File: config.mk
export PLATFORM = sky130hd
export DESIGN_NAME = rf_wb_scheduler
export DESIGN_NICKNAME = d
export VERILOG_FILES = /design/src/rtl/rf_wb_scheduler_pkg.sv /design/src/rtl/rf_scoreboard.sv /design/src/rtl/rf_wb_scheduler.sv
export SDC_FILE = /design/constraint.sdc
export NUM_CORES = 1
export LEC_CHECK = 0
export BUFFER_PORTS_ARGS = -buffer_cell sky130_fd_sc_hd__buf_4
export CAP_MARGIN = 20
export CORE_UTILIZATION = 57
export CTS_CLUSTER_DIAMETER = 50
export DETAILED_ROUTE_END_ITERATION = 10
export GPL_TIMING_DRIVEN = 1
export PLACE_DENSITY = 0.88
export SYNTH_ARGS = -nofsm -noshare
export SYNTH_HDL_FRONTEND = slang
export SYNTH_SLANG_ARGS = --single-unit
File: constraint.sdc
create_clock -name clk -period 4.7 [get_ports clk]
set_input_delay 0.235 -clock clk [delete_from_list [all_inputs] [get_ports clk]]
set_output_delay 0.235 -clock clk [all_outputs]
set_load 0.01 [all_outputs]
File: src/rtl/rf_wb_scheduler_pkg.sv
// Shared widths, constants and the write-port request type for the regfile writeback path.
package rf_wb_scheduler_pkg;
    localparam int REG_W    = 5;
    localparam int DATA_W   = 32;
    localparam int NUM_REGS = 32;
    localparam logic [REG_W-1:0] ZERO_REG = '0;

    // One regfile write-port request.
    typedef struct packed {
        logic              we;
        logic [REG_W-1:0]  wn;
        logic [DATA_W-1:0] d;
    } wb_req_t;

    // One-hot mask for a register number; r0 never produces a bit.
    function automatic logic [NUM_REGS-1:0] reg_mask(input logic en, input logic [REG_W-1:0] rn);
        logic [NUM_REGS-1:0] m;
        m = '0;
        if (en && rn != ZERO_REG) m[rn] = 1'b1;
        return m;
    endfunction
endpackage

File: src/rtl/rf_scoreboard.sv
// Pending-result bits for r1..r31 plus the RAW/WAW hazard compare for the ID stage.
module rf_scoreboard
    import rf_wb_scheduler_pkg::*;
(
    input  logic                clk,
    input  logic                clrn,
    input  logic                set_en,
    input  logic [REG_W-1:0]    set_rn,
    input  logic                clr_en,
    input  logic [REG_W-1:0]    clr_rn,
    input  logic [REG_W-1:0]    id_rs,
    input  logic [REG_W-1:0]    id_rt,
    input  logic [REG_W-1:0]    id_rd,
    input  logic                id_use_rs,
    input  logic                id_use_rt,
    input  logic                id_wreg,
    output logic                hazard,
    output logic [NUM_REGS-1:0] pending
);
    logic [NUM_REGS-1:0] set_mask, clr_mask, pending_nxt;

    // Clear first, then set, so an issue to the register being retired keeps it pending.
    always_comb begin
        set_mask    = reg_mask(set_en, set_rn);
        clr_mask    = reg_mask(clr_en, clr_rn);
        pending_nxt = (pending & ~clr_mask) | set_mask;
    end

    // Pending bit register; reset drops every in-flight result.
    always_ff @(posedge clk or negedge clrn) begin
        if (!clrn) pending <= '0;
        else       pending <= pending_nxt;
    end

    // Hazard when any used source or the destination is still waiting on the MDU.
    always_comb begin
        hazard = (id_use_rs & pending[id_rs]) |
                 (id_use_rt & pending[id_rt]) |
                 (id_wreg   & pending[id_rd]);
    end
endmodule

File: src/rtl/rf_wb_scheduler.sv
// Regfile write-port arbiter (pipeline over MDU), outstanding-op limit and MDU starvation guard.
module rf_wb_scheduler
    import rf_wb_scheduler_pkg::*;
#(
    parameter int MAX_OUT      = 4,
    parameter int STARVE_LIMIT = 8
) (
    input  logic              clk,
    input  logic              clrn,
    input  logic              id_valid,
    input  logic [REG_W-1:0]  id_rs,
    input  logic [REG_W-1:0]  id_rt,
    input  logic              id_use_rs,
    input  logic              id_use_rt,
    input  logic              id_wreg,
    input  logic [REG_W-1:0]  id_rd,
    input  logic              id_long,
    output logic              id_stall,
    input  logic              pipe_we,
    input  logic [REG_W-1:0]  pipe_wn,
    input  logic [DATA_W-1:0] pipe_d,
    input  logic              md_valid,
    input  logic [REG_W-1:0]  md_wn,
    input  logic [DATA_W-1:0] md_d,
    output logic              md_ready,
    output logic              rf_we,
    output logic [REG_W-1:0]  rf_wn,
    output logic [DATA_W-1:0] rf_d
);
    localparam int CNT_W = $clog2(MAX_OUT + 1);
    localparam int STV_W = $clog2(STARVE_LIMIT + 1);

    logic                pipe_eff, md_acc, issue, cnt_full, starve_freeze, hazard;
    logic [CNT_W-1:0]    cnt;
    logic [STV_W-1:0]    starve;
    logic [NUM_REGS-1:0] pending;
    wb_req_t             wb_q, wb_nxt;

    // Write-port arbitration and issue control; the pipeline cannot be back-pressured.
    always_comb begin
        pipe_eff      = pipe_we && (pipe_wn != ZERO_REG);
        md_ready      = ~pipe_eff;
        md_acc        = md_valid & md_ready;
        cnt_full      = (cnt == CNT_W'(MAX_OUT));
        starve_freeze = (starve == STV_W'(STARVE_LIMIT));
        id_stall      = id_valid & (hazard | (id_long & cnt_full) | starve_freeze);
        issue         = id_valid & ~id_stall;
    end

    rf_scoreboard u_sb (
        .clk       (clk),
        .clrn      (clrn),
        .set_en    (issue & id_long & id_wreg),
        .set_rn    (id_rd),
        .clr_en    (md_acc),
        .clr_rn    (md_wn),
        .id_rs     (id_rs),
        .id_rt     (id_rt),
        .id_rd     (id_rd),
        .id_use_rs (id_use_rs),
        .id_use_rt (id_use_rt),
        .id_wreg   (id_wreg),
        .hazard    (hazard),
        .pending   (pending)
    );

    // Next write-port request; number and data hold when nothing is written.
    always_comb begin
        wb_nxt    = wb_q;
        wb_nxt.we = 1'b0;
        if (pipe_eff) begin
            wb_nxt = '{we: 1'b1, wn: pipe_wn, d: pipe_d};
        end else if (md_valid && md_wn != ZERO_REG) begin
            wb_nxt = '{we: 1'b1, wn: md_wn, d: md_d};
        end
    end

    // Registered write port.
    always_ff @(posedge clk or negedge clrn) begin
        if (!clrn) wb_q <= '0;
        else       wb_q <= wb_nxt;
    end

    assign rf_we = wb_q.we;
    assign rf_wn = wb_q.wn;
    assign rf_d  = wb_q.d;

    // Outstanding MDU ops: issue and retire in one cycle cancel; never wraps.
    always_ff @(posedge clk or negedge clrn) begin
        if (!clrn) begin
            cnt <= '0;
        end else if ((issue & id_long) && !md_acc) begin
            if (!cnt_full) cnt <= cnt + CNT_W'(1);
        end else if (md_acc && !(issue & id_long)) begin
            if (cnt != '0) cnt <= cnt - CNT_W'(1);
        end
    end

    // Starvation counter: counts cycles an MDU result is refused, saturating at the limit.
    always_ff @(posedge clk or negedge clrn) begin
        if (!clrn)                       starve <= '0;
        else if (md_valid && !md_ready) starve <= starve_freeze ? starve : starve + STV_W'(1);
        else                             starve <= '0;
    end

    // An MDU result with nothing outstanding is a protocol error.
    a_md_cnt: assert property (@(posedge clk) disable iff (!clrn) md_valid |-> (cnt != '0));

    // WAW is blocked at issue, so the pipeline never writes a pending register.
    a_pipe_pend: assert property (@(posedge clk) disable iff (!clrn) pipe_eff |-> !pending[pipe_wn]);
endmodule

==> tab_implementation.tex <==
\begin{tabular}{lr}
\hline
Metric & Value \\
\hline
\multicolumn{2}{l}{\textbf{Finish}} \\
Register area & 1930 um2 \\
Design Area, Final & 5940 um2 \\
Multi-input combinational cell area & $\sim$2600 um2 \\
Final Util & 75.7\% \\
Final-layout fill cell count & about 570 \\
Layout cells sized above 1 & approximately 30\% \\
Nets & about 700 \\
Number of diodes added for antenna fixing & 0 \\
Syn-to-layout area delta & 26.9\% \\
\multicolumn{2}{l}{\textbf{Route}} \\
Remaining DRCs & 0 \\
Routed via count divided by cell count & $\sim$6.4 \\
Routed wire length & around 14,000 um \\
Via Count & approximately 4,500 \\
Initial drt markers & roughly 440 \\
Antenna Violating Nets Remaining & 0 \\
Routed length per placed instance & roughly 20 um \\
Number of search-and-repair iterations in the first detailed-routing pass & 4 \\
\multicolumn{2}{l}{\textbf{Synth}} \\
Most repeated cell in the gate-level netlist after synthesis & sky130\_fd\_sc\_hd\_\_dfrtp\_1 \\
Top flip-flop cell by instance count after synthesis & sky130\_fd\_sc\_hd\_\_dfrtp\_1 \\
Synthesized netlist cell count & 489 \\
Post-synth top cells & sky130\_fd\_sc\_hd\_\_dfrtp\_1, sky130\_fd\_sc\_hd\_\_nand2\_1, sky130\_fd\_sc\_hd\_\_o21ai\_0, sky130\_fd\_sc\_hd\_\_mux2i\_1, sky130\_fd\_sc\_hd\_\_clkbuf\_1 \\
EDFF count, synth & 0 \\
Distinct cell type count after synthesis & 50 \\
Number of synthesized register bits & 77 \\
Count of warnings emitted by yosys & 0 \\
Leading area contributor after synthesis & sky130\_fd\_sc\_hd\_\_dfrtp\_1 \\
Syn Nets & around 600 \\
Biggest area contributors in the synthesized netlist & sky130\_fd\_sc\_hd\_\_dfrtp\_1, sky130\_fd\_sc\_hd\_\_mux2i\_1, sky130\_fd\_sc\_hd\_\_mux4\_2 \\
Post-Synthesis Cell Area & 4680 um2 \\
Asr flop ratio synth & 100\% \\
Area share of the leading cell type in the synthesized netlist & between 40\% and 50\% \\
Sequential-to-total area share from yosys stat & 41.2\% \\
Post-Syn Area per Cell & about 9.6 um2 \\
\multicolumn{2}{l}{\textbf{STA}} \\
Worst-margin pin slew & roughly 960 ps \\
Final Hold Violating Endpoints & 0 \\
Setup repair after global routing missed its margin & false \\
Final critical-path share of the clock period & a little over two thirds \\
Setup violations, final & 0 \\
Max-slew violations & 0 \\
Min setup slack post-route & $\sim$1400 ps \\
Setup TNS & 0 ps \\
Clock skew & about 8.2 ps \\
Worst rel slew slack & a little over a third \\
Min cycle time layout & around 3300 ps \\
Max Fclk & roughly 300 MHz \\
\multicolumn{2}{l}{\textbf{Place}} \\
Weighted congestion reported at the end of routability-driven placement & around 0.91 \\
Number of port buffers & 137 \\
HPWL reported at the end of detailed placement & between 10,000 and 15,000 um \\
DP Area & between 5000 and 6000 um2 \\
Post-placement worst setup slack & around 1300 ps \\
\multicolumn{2}{l}{\textbf{Floorplan}} \\
Starting density of the core & 59.6\% \\
Die Span X & between 90 and 100 um \\
Area enclosed by the die boundary & $\sim$8600 um2 \\
Number of primary I/O pins & around 140 \\
Die outline height & between 90 and 100 um \\
Number of placement rows & 32 \\
Core area & $\sim$7800 um2 \\
\multicolumn{2}{l}{\textbf{Clocking}} \\
Clock Tree Buf Depth & 2 \\
Root Buffer Master & sky130\_fd\_sc\_hd\_\_clkbuf\_8 \\
Hold-fix buffers at CTS & 0 \\
Depth of the CTS H-tree & 3 \\
Clock-pin slew of the registers on the worst-case setup and hold paths & roughly 80 ps \\
Clock latency of the later-clocked register in the worst-skew pair & 350 ps \\
Clock Sink Count & a little under 80 \\
Post-CTS setup buffer count & 0 \\
Cts bufs inserted & 9 \\
Clock tree from TritonCTS & done \\
Resized cells post-CTS & 0 \\
\multicolumn{2}{l}{\textbf{Worst setup path}} \\
Required time at the endpoint of the critical path & approximately 4900 ps \\
Type of the worst setup path & register to register \\
Worst setup EP type & register \\
Maximum fanout encountered on the critical timing path & 33 \\
Crit path arrival time & 3550 ps \\
Category of the worst setup path launch point & register \\
\multicolumn{2}{l}{\textbf{Global routing}} \\
Largest net degree at the start of global routing & 78 \\
Global router's overall resource usage & 33.7\% \\
Gr ovfl total & 0 \\
Number of global-route vias before repair & between 4,000 and 5,000 \\
Antenna violations before repair & 0 \\
Global-route wire length before repair & between 20,000 and 25,000 um \\
\multicolumn{2}{l}{\textbf{Power}} \\
LEAKAGE & 0.00269 uW \\
Power density over cell area & just over 300 nW/um2 \\
IR drop worst, VDD & between 0.0002 and 0.00025 V \\
\multicolumn{2}{l}{\textbf{Flow run}} \\
Count of max-cap constraint violations & 0 \\
\multicolumn{2}{l}{\textbf{Worst hold path}} \\
Hold crit path type & input pin to asynchronous set/reset pin \\
\multicolumn{2}{l}{\textbf{Outcome}} \\
Result of the run & finished, final reports clean \\
\hline
\end{tabular}
[report_power, final]
group          internal (uW)  total, uW  switching, uW
Combinational            221        456            235
Clock                    310        554            244
Sequential               734        808           74.8
Total                   1260       1820            554
[final timing paths]
check / from / end / slack (ps) / cells after the start
max reg2reg: u_sb.pending[7]$_DFF_PN0_ / cnt[2]$_DFFE_PN0P_ / 1380 / 11
max: u_sb.pending[7]$_DFF_PN0_ / cnt[2]$_DFFE_PN0P_ / 1380 / 11
min in group clk: pipe_d[11] / rf_d[11]$_DFFE_PN0P_ / 80 / 3
min reg2reg: u_sb.pending[0]$_DFF_PN0_ / u_sb.pending[0]$_DFF_PN0_ / 460 / 0
min: clrn / rf_d[24]$_DFFE_PN0P_ / 20 / 1
max in group asynchronous: clrn / u_sb.pending[25]$_DFF_PN0_ / 4040 / 1
[placed cells by master (no fill, tap or decap), types with 3 or more instances in the layout]
master	count
sky130_fd_sc_hd__buf_4	139
sky130_fd_sc_hd__dfrtp_1	77
sky130_fd_sc_hd__nand2_1	71
sky130_fd_sc_hd__o21ai_0	70
sky130_fd_sc_hd__mux2i_1	54
sky130_fd_sc_hd__nor2_1	25
sky130_fd_sc_hd__o31ai_1	19
sky130_fd_sc_hd__mux4_2	16
sky130_fd_sc_hd__nand3_1	12
sky130_fd_sc_hd__nand2b_1	10
sky130_fd_sc_hd__o41ai_1	10
sky130_fd_sc_hd__clkbuf_8	10
sky130_fd_sc_hd__inv_1	9
sky130_fd_sc_hd__nand4_1	6
sky130_fd_sc_hd__nor3_1	6
sky130_fd_sc_hd__nand3b_1	5
sky130_fd_sc_hd__nor2b_1	4
sky130_fd_sc_hd__or2_2	4
sky130_fd_sc_hd__or3_1	4
sky130_fd_sc_hd__a31oi_1	3
sky130_fd_sc_hd__o22ai_1	3
sky130_fd_sc_hd__a32oi_1	3
sky130_fd_sc_hd__nand4b_1	3
sky130_fd_sc_hd__ha_1	3
[cell type report]
cell class | instances | share of cell area, %
Multi-Input combinational cell | 365 | 43.3
Inverter | 9 | 0.569
Clock buffer | 11 | 2.38
Sequential cell | 77 | 32.5
Timing Repair Buffer | 140 | 17.9
Tap cell | 102 | 2.15
Clock inverter | 4 | 1.22
[per-layer routing]
metal / track usage [%] / part of all wire [%] / vias up
li1: - / - / 2025
met1: 43.8 / 39 / 2170
met2: 54.7 / 49 / 288
met3: 6.90 / 9.3 / 49
met4: 15.0 / 3.2 / 0
met5: 0 / 0 / -
[worst max-delay path, cell delays in order, from the launching register on]
cell,delay [ps]
sky130_fd_sc_hd__dfrtp_1,430
sky130_fd_sc_hd__mux4_2,470
sky130_fd_sc_hd__mux2_2,280
sky130_fd_sc_hd__o311a_1,300
sky130_fd_sc_hd__a22o_1,220
sky130_fd_sc_hd__buf_4,240
sky130_fd_sc_hd__nor3_1,210
sky130_fd_sc_hd__ha_1,260
sky130_fd_sc_hd__inv_1,100
sky130_fd_sc_hd__fa_1,380
sky130_fd_sc_hd__a32oi_1,180
sky130_fd_sc_hd__o21ai_0,120
[logic make-up after synthesis]
kind of cell,synth area share (%)
AND/OR/NAND/NOR,16.3
buffers and inverters,4.12
flip-flops,41.2
XOR/XNOR,0.749
adder cells (fa/ha/maj),1.23
multiplexers,19.5
AO/OA/AOI/OAI,17.0
[stage by stage]
step	total power (uW)	cells	hold slack, ps
6_report	1820	708	21.7
5_1_grt	1890	708	89.2
4_1_cts	1820	707	61.9
3_5_place_dp	1270	692	427
3_3_place_gp	1250	692	406
2_1_floorplan	1060	489	-60.6
[state kept, by name (all words and copies together), names as in the netlist]
| signal | cells |
|---|---|
| rf_we | 1 |
| cnt | 3 |
| starve | 4 |
| rf_wn | 5 |
| rf_d | 32 |
| u_sb.pending | 32 |
(Power assumes the default switching activity.)
